[src/rtl/pk_req_arbiter.sv]
// Round-robin owner of the shared public-key generator: one request in flight, result routed back to its requester.
// Accept->response 3 cycles nominal, 2 on invalid key, 2+TIMEOUT on generator stall; req_ready only in IDLE.
module pk_req_arbiter #(
    parameter int N_REQ   = 4,
    parameter int TIMEOUT = 4
) (
    input  logic                 clk,
    input  logic                 rst_n,
    input  logic [N_REQ-1:0]     req_valid,
    input  logic [8*N_REQ-1:0]   req_seckey,
    output logic [N_REQ-1:0]     req_ready,
    output logic [N_REQ-1:0]     rsp_valid,
    output logic [7:0]           rsp_pubkey,
    output logic                 rsp_err,
    output logic [1:0]           gen_mode,
    output logic [7:0]           gen_seckey,
    input  logic [7:0]           gen_pubkey,
    input  logic                 gen_pk_ready,
    input  logic                 gen_err
);
    localparam int              PW       = $clog2(N_REQ);
    localparam logic [3:0]      TMO      = 4'(TIMEOUT);
    localparam logic [PW-1:0]   LAST_RST = PW'(N_REQ - 1);

    typedef enum logic [1:0] {IDLE, ISSUE, WAIT, RESP} state_t;

    state_t              state;
    state_t              state_nxt;
    logic [PW-1:0]       last_grant;
    logic [PW-1:0]       idx;
    logic [PW-1:0]       pick;
    logic [PW-1:0]       cand;
    logic                any_req;
    logic [3:0]          tmo_cnt;
    logic [3:0]          tmo_inc;
    logic [3:0]          tmo_cnt_nxt;
    logic                tmo_hit;
    logic [7:0]          key_arr [N_REQ];

    logic [N_REQ-1:0]    rsp_valid_nxt;
    logic [7:0]          rsp_pubkey_nxt;
    logic                rsp_err_nxt;
    logic [1:0]          gen_mode_nxt;
    logic [7:0]          gen_seckey_nxt;

    for (genvar g = 0; g < N_REQ; g++) begin : g_key
        assign key_arr[g] = req_seckey[8*g +: 8];
    end

    // Scan from the farthest offset down so the closest requester after last_grant wins.
    always_comb begin
        pick    = last_grant;
        cand    = last_grant;
        any_req = 1'b0;
        for (int off = N_REQ; off >= 1; off--) begin
            cand = PW'((int'(last_grant) + off) % N_REQ);
            if (req_valid[cand]) begin
                pick    = cand;
                any_req = 1'b1;
            end
        end
    end

    assign tmo_inc = (tmo_cnt == 4'hF) ? 4'hF : tmo_cnt + 4'd1;
    assign tmo_hit = (tmo_inc == TMO);

    always_ff @(posedge clk or negedge rst_n) begin
        if (!rst_n) begin
            state <= IDLE;
        end else begin
            state <= state_nxt;
        end
    end

    always_comb begin
        state_nxt = state;
        case (state)
            IDLE:    if (any_req) state_nxt = ISSUE;
            ISSUE:   state_nxt = gen_err ? RESP : WAIT;
            WAIT:    if (gen_pk_ready || tmo_hit) state_nxt = RESP;
            RESP:    state_nxt = IDLE;
            default: state_nxt = IDLE;
        endcase
    end

    // Registered outputs are computed one cycle ahead so they line up with the state they belong to.
    always_comb begin
        req_ready      = '0;
        rsp_valid_nxt  = '0;
        rsp_pubkey_nxt = 8'h00;
        rsp_err_nxt    = 1'b0;
        gen_mode_nxt   = 2'b00;
        gen_seckey_nxt = 8'h00;
        tmo_cnt_nxt    = tmo_cnt;
        case (state)
            IDLE: begin
                if (any_req) begin
                    req_ready[pick] = rst_n;
                    gen_mode_nxt    = 2'b01;
                    gen_seckey_nxt  = key_arr[pick];
                end
            end
            ISSUE: begin
                tmo_cnt_nxt = 4'd0;
                if (gen_err) begin
                    rsp_valid_nxt[idx] = 1'b1;
                    rsp_err_nxt        = 1'b1;
                end else begin
                    gen_mode_nxt   = 2'b01;
                    gen_seckey_nxt = gen_seckey;
                end
            end
            WAIT: begin
                tmo_cnt_nxt = tmo_inc;
                if (gen_pk_ready) begin
                    rsp_valid_nxt[idx] = 1'b1;
                    rsp_pubkey_nxt     = gen_pubkey;
                end else if (tmo_hit) begin
                    rsp_valid_nxt[idx] = 1'b1;
                    rsp_err_nxt        = 1'b1;
                end else begin
                    gen_mode_nxt   = 2'b01;
                    gen_seckey_nxt = gen_seckey;
                end
            end
            default: ;
        endcase
    end

    always_ff @(posedge clk or negedge rst_n) begin
        if (!rst_n) begin
            last_grant <= LAST_RST;
            idx        <= '0;
            tmo_cnt    <= 4'd0;
            rsp_valid  <= '0;
            rsp_pubkey <= 8'h00;
            rsp_err    <= 1'b0;
            gen_mode   <= 2'b00;
            gen_seckey <= 8'h00;
        end else begin
            tmo_cnt    <= tmo_cnt_nxt;
            rsp_valid  <= rsp_valid_nxt;
            rsp_pubkey <= rsp_pubkey_nxt;
            rsp_err    <= rsp_err_nxt;
            gen_mode   <= gen_mode_nxt;
            gen_seckey <= gen_seckey_nxt;
            if (state == IDLE && any_req) idx <= pick;
            if (state == RESP) last_grant <= idx;
        end
    end
endmodule

[config.mk]
export PLATFORM = sky130hd
export DESIGN_NAME = pk_req_arbiter
export DESIGN_NICKNAME = d
export VERILOG_FILES = /design/src/rtl/pk_req_arbiter.sv
export SDC_FILE = /design/constraint.sdc
export NUM_CORES = 1
export LEC_CHECK = 0
export CAP_MARGIN = 20
export CORE_ASPECT_RATIO = 0.5
export CORE_MARGIN = 10
export CORE_UTILIZATION = 45
export DETAILED_ROUTE_END_ITERATION = 10
export PLACE_DENSITY = 0.82
export SYNTH_ARGS = -nofsm -noshare
export SYNTH_HDL_FRONTEND = slang
export SYNTH_SLANG_ARGS = --single-unit
[constraint.sdc]
create_clock -name clk -period 4.9 [get_ports clk]
set_input_delay 0.735 -clock clk [delete_from_list [all_inputs] [get_ports clk]]
set_output_delay 0.735 -clock clk [all_outputs]
set_load 0.01 [all_outputs]
After elaboration in Yosys (flattened, before gate mapping)
Cells that the tools add are included.
{ "totals": {"reg_bits": 33, "latch_bits": 0, "mem_bits_rw": 0, "rom_bits": 0, "input_bits": 48, "out_inout_bits": 27, "elab_cells": 93, "n_memories": 0} }
{ "classes": {"add_sub_neg": 5, "multipliers": 0, "div": 0, "order_cmp": 9, "n_eq_ne": 9, "n_shift": 0, "muxes": 51, "n_bitwise": 2, "reduce_logical": 8} }
{ "op_table": {"columns": ["op", "count"], "rows": [
  ["8-bit two-way mux", 8],
  ["4-bit two-way mux", 6],
  ["8-bit one-hot mux with 3 select lines", 1],
  ["2-bit by 3-bit < comparator with 1-bit output, second input constant", 6],
  ["1-bit two-way mux", 18],
  ["8-bit binary-select mux with 2-bit select", 1],
  ["4-bit one-hot mux with 2 select lines", 2],
  ["2-bit two-way mux", 6],
  ["1-bit binary-select mux with 2-bit select", 4],
  ["2-bit one-hot mux with 4 select lines", 1],
  ["2-bit inequality test, second input constant", 3],
  ["2-bit by 1-bit adder with 2-bit output, second input constant", 2],
  ["2-bit adder, second input constant", 2],
  ["4-bit by 1-bit adder with 4-bit output, second input constant", 1],
  ["4-bit AND", 1],
  ["1-bit demux with 2-bit select", 2],
  ["2-bit equality test, second input constant", 2],
  ["4-bit by 3-bit equality test with 1-bit output, second input constant", 1],
  ["4-bit equality test, second input constant", 1],
  ["2-bit by 1-bit >= comparator with 1-bit output, second input constant", 2],
  ["2-bit AND reduction", 2],
  ["3-bit >= comparator, second input constant", 1],
  ["1-bit logical AND", 3],
  ["3-bit inequality test, second input constant", 1],
  ["7 further kinds", 7]
]} }

Logic depth before layout (Yosys ltp)
Gate-level depths: netlist of run 1.
{ "logic_depth": {"ltp_word": 14, "mapped_depth": 7, "depth_no_buf": 6} }

Worst setup path after synthesis of run 1
OpenSTA, ideal clock, no wires.
{ "synth_path": {"path_type": "input to output", "startpoint": "input req_valid[3]", "endpoint": "output req_ready[0]", "arrival_ns": 1.794, "required_time_ns": 4.165, "setup_slack_ns": 2.371, "stages": 5, "n_path_buf": 1, "cell_sequence": "or2_4 a21oi_4 nor2_4 buf_6 nor3_1"} }
{ "synth_between": {"elab_chain_cells": 13, "word_cells_on_any_way": 24, "classes_between": "order compare: 2; mux: 20; bitwise: 1; reduce/logical: 1"} }
{ "synth_lines": {"columns": ["item", "line_no", "rtl"], "rows": [
  ["from (decl)", "9", "input logic [N_REQ-1:0] req_valid,"],
  ["1-bit binary-select mux with 2-bit select", "57", "if (req_valid[cand]) begin"],
  ["1-bit two-way mux (implied by the code)", "57", null],
  ["2-bit two-way mux (4 in a row)", "57", null],
  ["2-bit by 3-bit < comparator with 1-bit output (implied by the code) / 2-bit by 1-bit >= comparator with 1-bit output (equally long branches)", "98", "req_ready[pick] = rst_n;"],
  ["1-bit logical AND (implied by the code)", "98", null],
  ["1-bit two-way mux (implied by the code)", "98", null],
  ["1-bit demux with 2-bit select", "98", null],
  ["4-bit AND (no line)", null, null],
  ["4-bit two-way mux *", "97", "if (any_req) begin"],
  ["4-bit two-way mux *", "95", "case (state)"],
  ["to (decl)", "11", "output logic [N_REQ-1:0] req_ready,"]
]} }
Every way passes the cells marked *; elsewhere a longest branch is shown, timed or not. The select of a mux whose other input is x is not followed.

Worst setup path in the final report of run 1
{ "layout_path": {"startpoint": "input req_valid[1]", "endpoint": "output req_ready[1]"} }
Same word-level chain as after synthesis.

==> results.yml, run 1 <==
outcome:
  status: "finished, final reports clean"
final_layout:
  utilization_pct: 68.5
  layout_commonest_cell: "clkdlybuf4s50_1"
  postLayoutCellArea_sq_um: 2760
  syn2layout_area_growth_pct: 41.7
  seq_area_sq_um: 803
  nets: 304
  instances_no_fill: 305
  drive_gt1_share_pct: 16.7
  final.fill_count: 294
  multi_input_area_sq_um: 991
  n_antenna_cell: 0
  layout_common_cells: "clkdlybuf4s50_1, dfrtp_1, inv_1"
synth:
  synth_edf_count: 0
  synth_ff_type: "dfrtp_1"
  syn-instance-count: 179
  synth_fp_nets: 233
  async_flop_share_pct: 100
  ys_ff_latch: 32
  netlist_area_sq_um: 1950
  ys_seq_area_share_pct: 41.3
  synth_cell_types: 51
  yosysWarnings: 0
  syn_area_per_cell_sq_um: 10.9
routing:
  ant_nets: 0
  drt_iter0_drc: 58
  vias: 1617
  vias_per_cell: 5.30
  drc: 0
  drt_wl_total_um: 5370
  dr.pass1.iters: 4
  wire_per_inst_um: 17.6
power_and_ir_drop:
  p_leak_nw: 1.12
  p_per_area_nw_per_um2: 509
  ir_worst_vdd_v: 0.000233
global_routing:
  grt_overflow: 0
  grt_max_degree: 33
  grt_pass1_vias: 1754
  grt.total_usage_pct: 14.4
  antenna_found_initial: 0
  grt_pass1_wl_um: 8780
timing:
  hold_viol_final: 0
  tightest_slew_ns: 0.840
  finalClockSkew_ns: 0.00366
  relSlewSlack_pct: 44.0
  finalSetupViolCount: 0
  min_period_ns: 3.76
  clock.fmax_ghz: 0.266
  fin_crit_sh_pct: 76.7
  rsz0062_at_grt: "false"
  slew_violations: 0
  final.setup.tns_ns: 0
clock_tree:
  cts_buffer_depth: 2
  post_cts_resized: 0
  hold_buffers: 0
  cts_buffers: 5
  clkSinkCount: 32
  cts-root-buf: "clkbuf_8"
  insertion_delay_ns: 0.28
  postCtsSetupBuffers: 0
  htreeDepth: 2
  cts.clk_slew.worst_paths_ns: 0.06
  cts_tree: "yes"
critical_path:
  path_class: "primary input to output port"
  r2r_cells: 4
  critPathLaunchType: "primary input"
  cp_max_fo: 18
  worstPathArrival_ns: 3.02
  endpoint_kind: "output port"
  cp_data_required_time_ns: 4.16
placed_design:
  dp_cells: 297
  dp.final_hpwl_um: 4300
  gp_congestion: 0.842
  placed_cell_area_sq_um: 2670
  portBuffers: 73
hold_path:
  holdPathStages: 2
  hold_path_class: "register to register"
floorplanning:
  io_pins: 75
  fp-row-count: 16
  die_h_um: 66.5
  die_x_um: 113
  start_util_pct: 48.4
  coreArea_sq_um: 4020
  die_area_sq_um: 7510
flow_run:
  maxCapViolations: 0
==> layout make-up <==
type	count	area share, %
timing repair buffer	74	26.8
clock buffer	8	3.27
multi-input combinational	119	35.9
sequential	32	29.1
tap	54	2.45
inverter	18	2.45
==> cell usage after synthesis, types with 2 or more instances <==
| cell type | n | area share (%) |
|---|---|---|
| a211oi_1 | 8 | 3.1 |
| a211oi_2 | 8 | 5.1 |
| a21oi_1 | 5 | 1.3 |
| a31oi_1 | 2 | 0.64 |
| and2_1 | 2 | 0.64 |
| and3_1 | 9 | 2.9 |
| buf_4 | 2 | 0.77 |
| buf_6 | 5 | 2.9 |
| clkbuf_1 | 2 | 0.39 |
| dfrtp_1 | 30 | 39 |
| dfstp_2 | 2 | 2.7 |
| ha_1 | 6 | 3.9 |
| inv_1 | 17 | 3.3 |
| mux2_2 | 2 | 1.2 |
| nand2_1 | 6 | 1.2 |
| nand2b_1 | 2 | 0.64 |
| nor2_1 | 2 | 0.39 |
| nor3_1 | 9 | 2.3 |
| o211ai_1 | 2 | 0.77 |
| o21a_1 | 12 | 4.6 |
| o21a_2 | 5 | 2.3 |
| o21ai_0 | 6 | 1.5 |
| o32ai_1 | 4 | 1.8 |
| o32ai_2 | 4 | 3.3 |
==> cell families (layout without fill, tap and decap cells) <==
kind of cell	Yosys count	in the layout	share of synthesized area (%)
compound gates	67	67	31.6
simple gates	41	41	12.9
flops	32	32	41.3
buf+inv	28	100	7.78
fa+ha+maj	6	6	3.86
mux	3	3	1.93
other cells	1	1	0.193
xor+xnor	1	1	0.450
==> metal layers <==
| metal | vias to the layer above | track usage (%) | wire (um) |
|---|---|---|---|
| li1 | 798 | - | - |
| met1 | 780 | 17.0 | 2270 |
| met2 | 37 | 26.1 | 2860 |
| met3 | 2 | 2.77 | 216 |
| met4 | 0 | 4.56 | 31 |
| met5 | - | 0 | 0 |
==> state kept, by name (all words and copies together) (netlist names) <==
| signal | cells |
|---|---|
| rsp_valid | 4 |
| tmo_cnt | 4 |
| rsp_pubkey | 8 |
| state | 2 |
| idx | 2 |
| last_grant | 2 |
| rsp_err | 1 |
| gen_seckey | 8 |
| gen_mode | 1 |
==> report_power, final <==
group | total [W] | internal (W) | switching (W) | leakage, nW
clock network | 0.000204 | 0.000114 | 0.0000899 | 0.0455
registers | 0.000433 | 0.000356 | 0.0000776 | 0.424
logic | 0.000765 | 0.000359 | 0.000405 | 0.655
total | 0.00140 | 0.000829 | 0.000573 | 1.12
==> worst max-delay path: stages <==
cell,delay [ns]
clkdlybuf4s50_1,0.55
o221a_1,0.68
nor2_4,0.24
nor3_1,0.25
clkdlybuf4s50_1,0.57
==> worst paths after layout <==
path	startpoint	to	slack (ns)
worst max-delay path	req_valid[1]	req_ready[1]	1.14
worst min-delay path	gen_seckey[2]	gen_seckey[2]	0.53
worst max register to register	last_grant[1]	gen_seckey[0]	2.72
worst min register to register	gen_seckey[2]	gen_seckey[2]	0.53
max in group asynchronous	rst_n	last_grant[1]	3.63
min in group asynchronous	rst_n	state[0]	0.96
==> stage by stage <==
| stage | power (W) | hold WS (ns) | setup WS [ns] |
|---|---|---|---|
| finish | 0.00140 | 0.535 | 1.14 |
| global route | 0.00150 | 0.556 | 0.940 |
| CTS | 0.00141 | 0.532 | 1.13 |
| detailed placement | 0.00120 | 0.519 | 1.13 |
| global placement | 0.00118 | 0.517 | 1.24 |
| floorplan | 0.000968 | 0.439 | 2.37 |
Power figures use the tool's default switching activity.
==> inputs of run 2 (changes only) <==
--- a/config.mk
+++ b/config.mk
@@ -8,9 +8,9 @@
 export CAP_MARGIN = 20
 export CORE_ASPECT_RATIO = 0.5
 export CORE_MARGIN = 10
-export CORE_UTILIZATION = 45
+export CORE_UTILIZATION = 44
 export DETAILED_ROUTE_END_ITERATION = 10
-export PLACE_DENSITY = 0.82
+export PLACE_DENSITY = 0.8
 export SYNTH_ARGS = -nofsm -noshare
 export SYNTH_HDL_FRONTEND = slang
 export SYNTH_SLANG_ARGS = --single-unit
==> constraint.sdc (replaced) <==
create_clock -name clk -period 3.8 [get_ports clk]
set_input_delay 0.57 -clock clk [delete_from_list [all_inputs] [get_ports clk]]
set_output_delay 0.57 -clock clk [all_outputs]
set_load 0.01 [all_outputs]
==> results.yml, run 2 (synthesized netlist as in run 1, its figures left out) <==
outcome:
  status: "finished, final reports clean"
final_layout:
  reg_top3: "gen_seckey: 8 flops, rsp_pubkey: 8 flops"
  nets: 307
  seq_area_sq_um: 803
  drive_gt1_share_pct: 18.5
  layout_commonest_cell: "clkdlybuf4s50_1"
  multi_input_area_sq_um: 991
  postLayoutCellArea_sq_um: 2800
  n_antenna_cell: 0
  utilization_pct: 68.6
  layout_common_cells: "clkdlybuf4s50_1, dfrtp_1, inv_1"
  syn2layout_area_growth_pct: 44.0
  final.fill_count: 308
  instances_no_fill: 308
hold_path:
  holdPathStages: 1
  worstHoldEndpoint: "rsp_valid[1]"
  hold_path_class: "register to register"
  hold_start: "idx[1]"
critical_path:
  cp_data_required_time_ns: 3.23
  critPathLaunchType: "primary input"
  r2r_cells: 6
  endpoint_kind: "output port"
  worstPathArrival_ns: 2.71
  cp_max_fo: 6
  ff2ff_setup_slack_ns: 1.63
  rr_startpoint: "tmo_cnt[1]"
  path_class: "primary input to output port"
  rr_endpoint: "gen_seckey[4]"
timing:
  tightest_slew_ns: 0.585
  slew_violations: 0
  clock.fmax_ghz: 0.305
  whs_ns: 0.516
  hold_viol_final: 0
  fin_crit_sh_pct: 86.4
  final.setup.tns_ns: 0
  finalClockSkew_ns: 0.00377
  relSlewSlack_pct: 60.6
  finalSetupViolCount: 0
  min_period_ns: 3.28
  rsz0062_at_grt: "false"
floorplanning:
  die_x_um: 114
  fp-row-count: 16
  die_h_um: 67.0
  start_util_pct: 47.6
  io_pins: 75
  die_area_sq_um: 7640
  coreArea_sq_um: 4080
routing:
  vias_per_cell: 5.46
  drc: 0
  drt_iter0_drc: 62
  ant_nets: 0
  wire_per_inst_um: 17.8
  drt_wl_total_um: 5490
  vias: 1682
  dr.pass1.iters: 4
global_routing:
  grt_pass1_vias: 1750
  grt_max_degree: 33
  grt.total_usage_pct: 14.1
  antenna_found_initial: 0
  grt_overflow: 0
  grt_pass1_wl_um: 8710
clock_tree:
  post_cts_resized: 0
  cts_tree: "yes"
  cts.clk_slew.worst_paths_ns: 0.07
  htreeDepth: 2
  cts-root-buf: "clkbuf_8"
  insertion_delay_ns: 0.29
  postCtsSetupBuffers: 0
  cts_buffers: 5
  cts_buffer_depth: 2
  clkSinkCount: 32
  hold_buffers: 0
placed_design:
  dp_cells: 300
  gp_congestion: 0.851
  portBuffers: 73
  dp.final_hpwl_um: 4180
  placed_cell_area_sq_um: 2690
power_and_ir_drop:
  p_leak_nw: 1.15
  p_per_area_nw_per_um2: 677
  ir_worst_vdd_v: 0.000318
flow_run:
  maxCapViolations: 0
-- run 2: power by group --
group	leakage, nW	switching (W)	internal (W)
registers	0.424	0.0000979	0.000458
logic	0.669	0.000529	0.000482
clock network	0.0541	0.000136	0.000194
total	1.15	0.000763	0.00113
-- run 2: metal layers --
layer / share of wire [%] / wire (um) / global-route usage [%]
met5: 0 / 0 / 0
met3: 5.7 / 313 / 4.02
met1: 43 / 2370 / 16.1
met2: 49 / 2690 / 25.1
met4: 2.2 / 119 / 4.97
-- run 2: area by class of cell --
class,count,share of cell area [%]
clock buffers,5,2.46
multi-input cells,119,35.4
clock inverters,3,1.52
well taps,54,2.41
inverters,18,2.41
repair buffers,77,27.2
flip-flops and latches,32,28.7
-- run 2: how the worst max path moves through the flow --
stage                 startpoint      endpoint  slack (ns)  cells after the start
floorplan           req_valid[3]  req_ready[0]        1.60                      5
global placement    req_valid[1]  req_ready[0]        0.59                      7
detailed placement  req_valid[1]  req_ready[2]        0.48                      7
CTS                 req_valid[1]  req_ready[2]        0.48                      7
global route        req_valid[1]  req_ready[2]        0.33                      7
finish              req_valid[1]  req_ready[2]        0.52                      7
-- run 2: worst max-delay path: stages --
cell             delay [ns]
clkdlybuf4s50_1        0.47
nor4_1                 0.58
or2b_2                 0.27
inv_1                  0.09
nand2_1                0.15
nor3_1                 0.07
clkdlybuf4s50_1        0.50
-- run 2: stage by stage --
stage / setup slack (ns) / total power (W)
4_1_cts: 0.485 / 0.00191
2_1_floorplan: 1.60 / 0.00125
3_5_place_dp: 0.479 / 0.00157
6_report: 0.518 / 0.00190
5_1_grt: 0.334 / 0.00202
3_3_place_gp: 0.591 / 0.00154
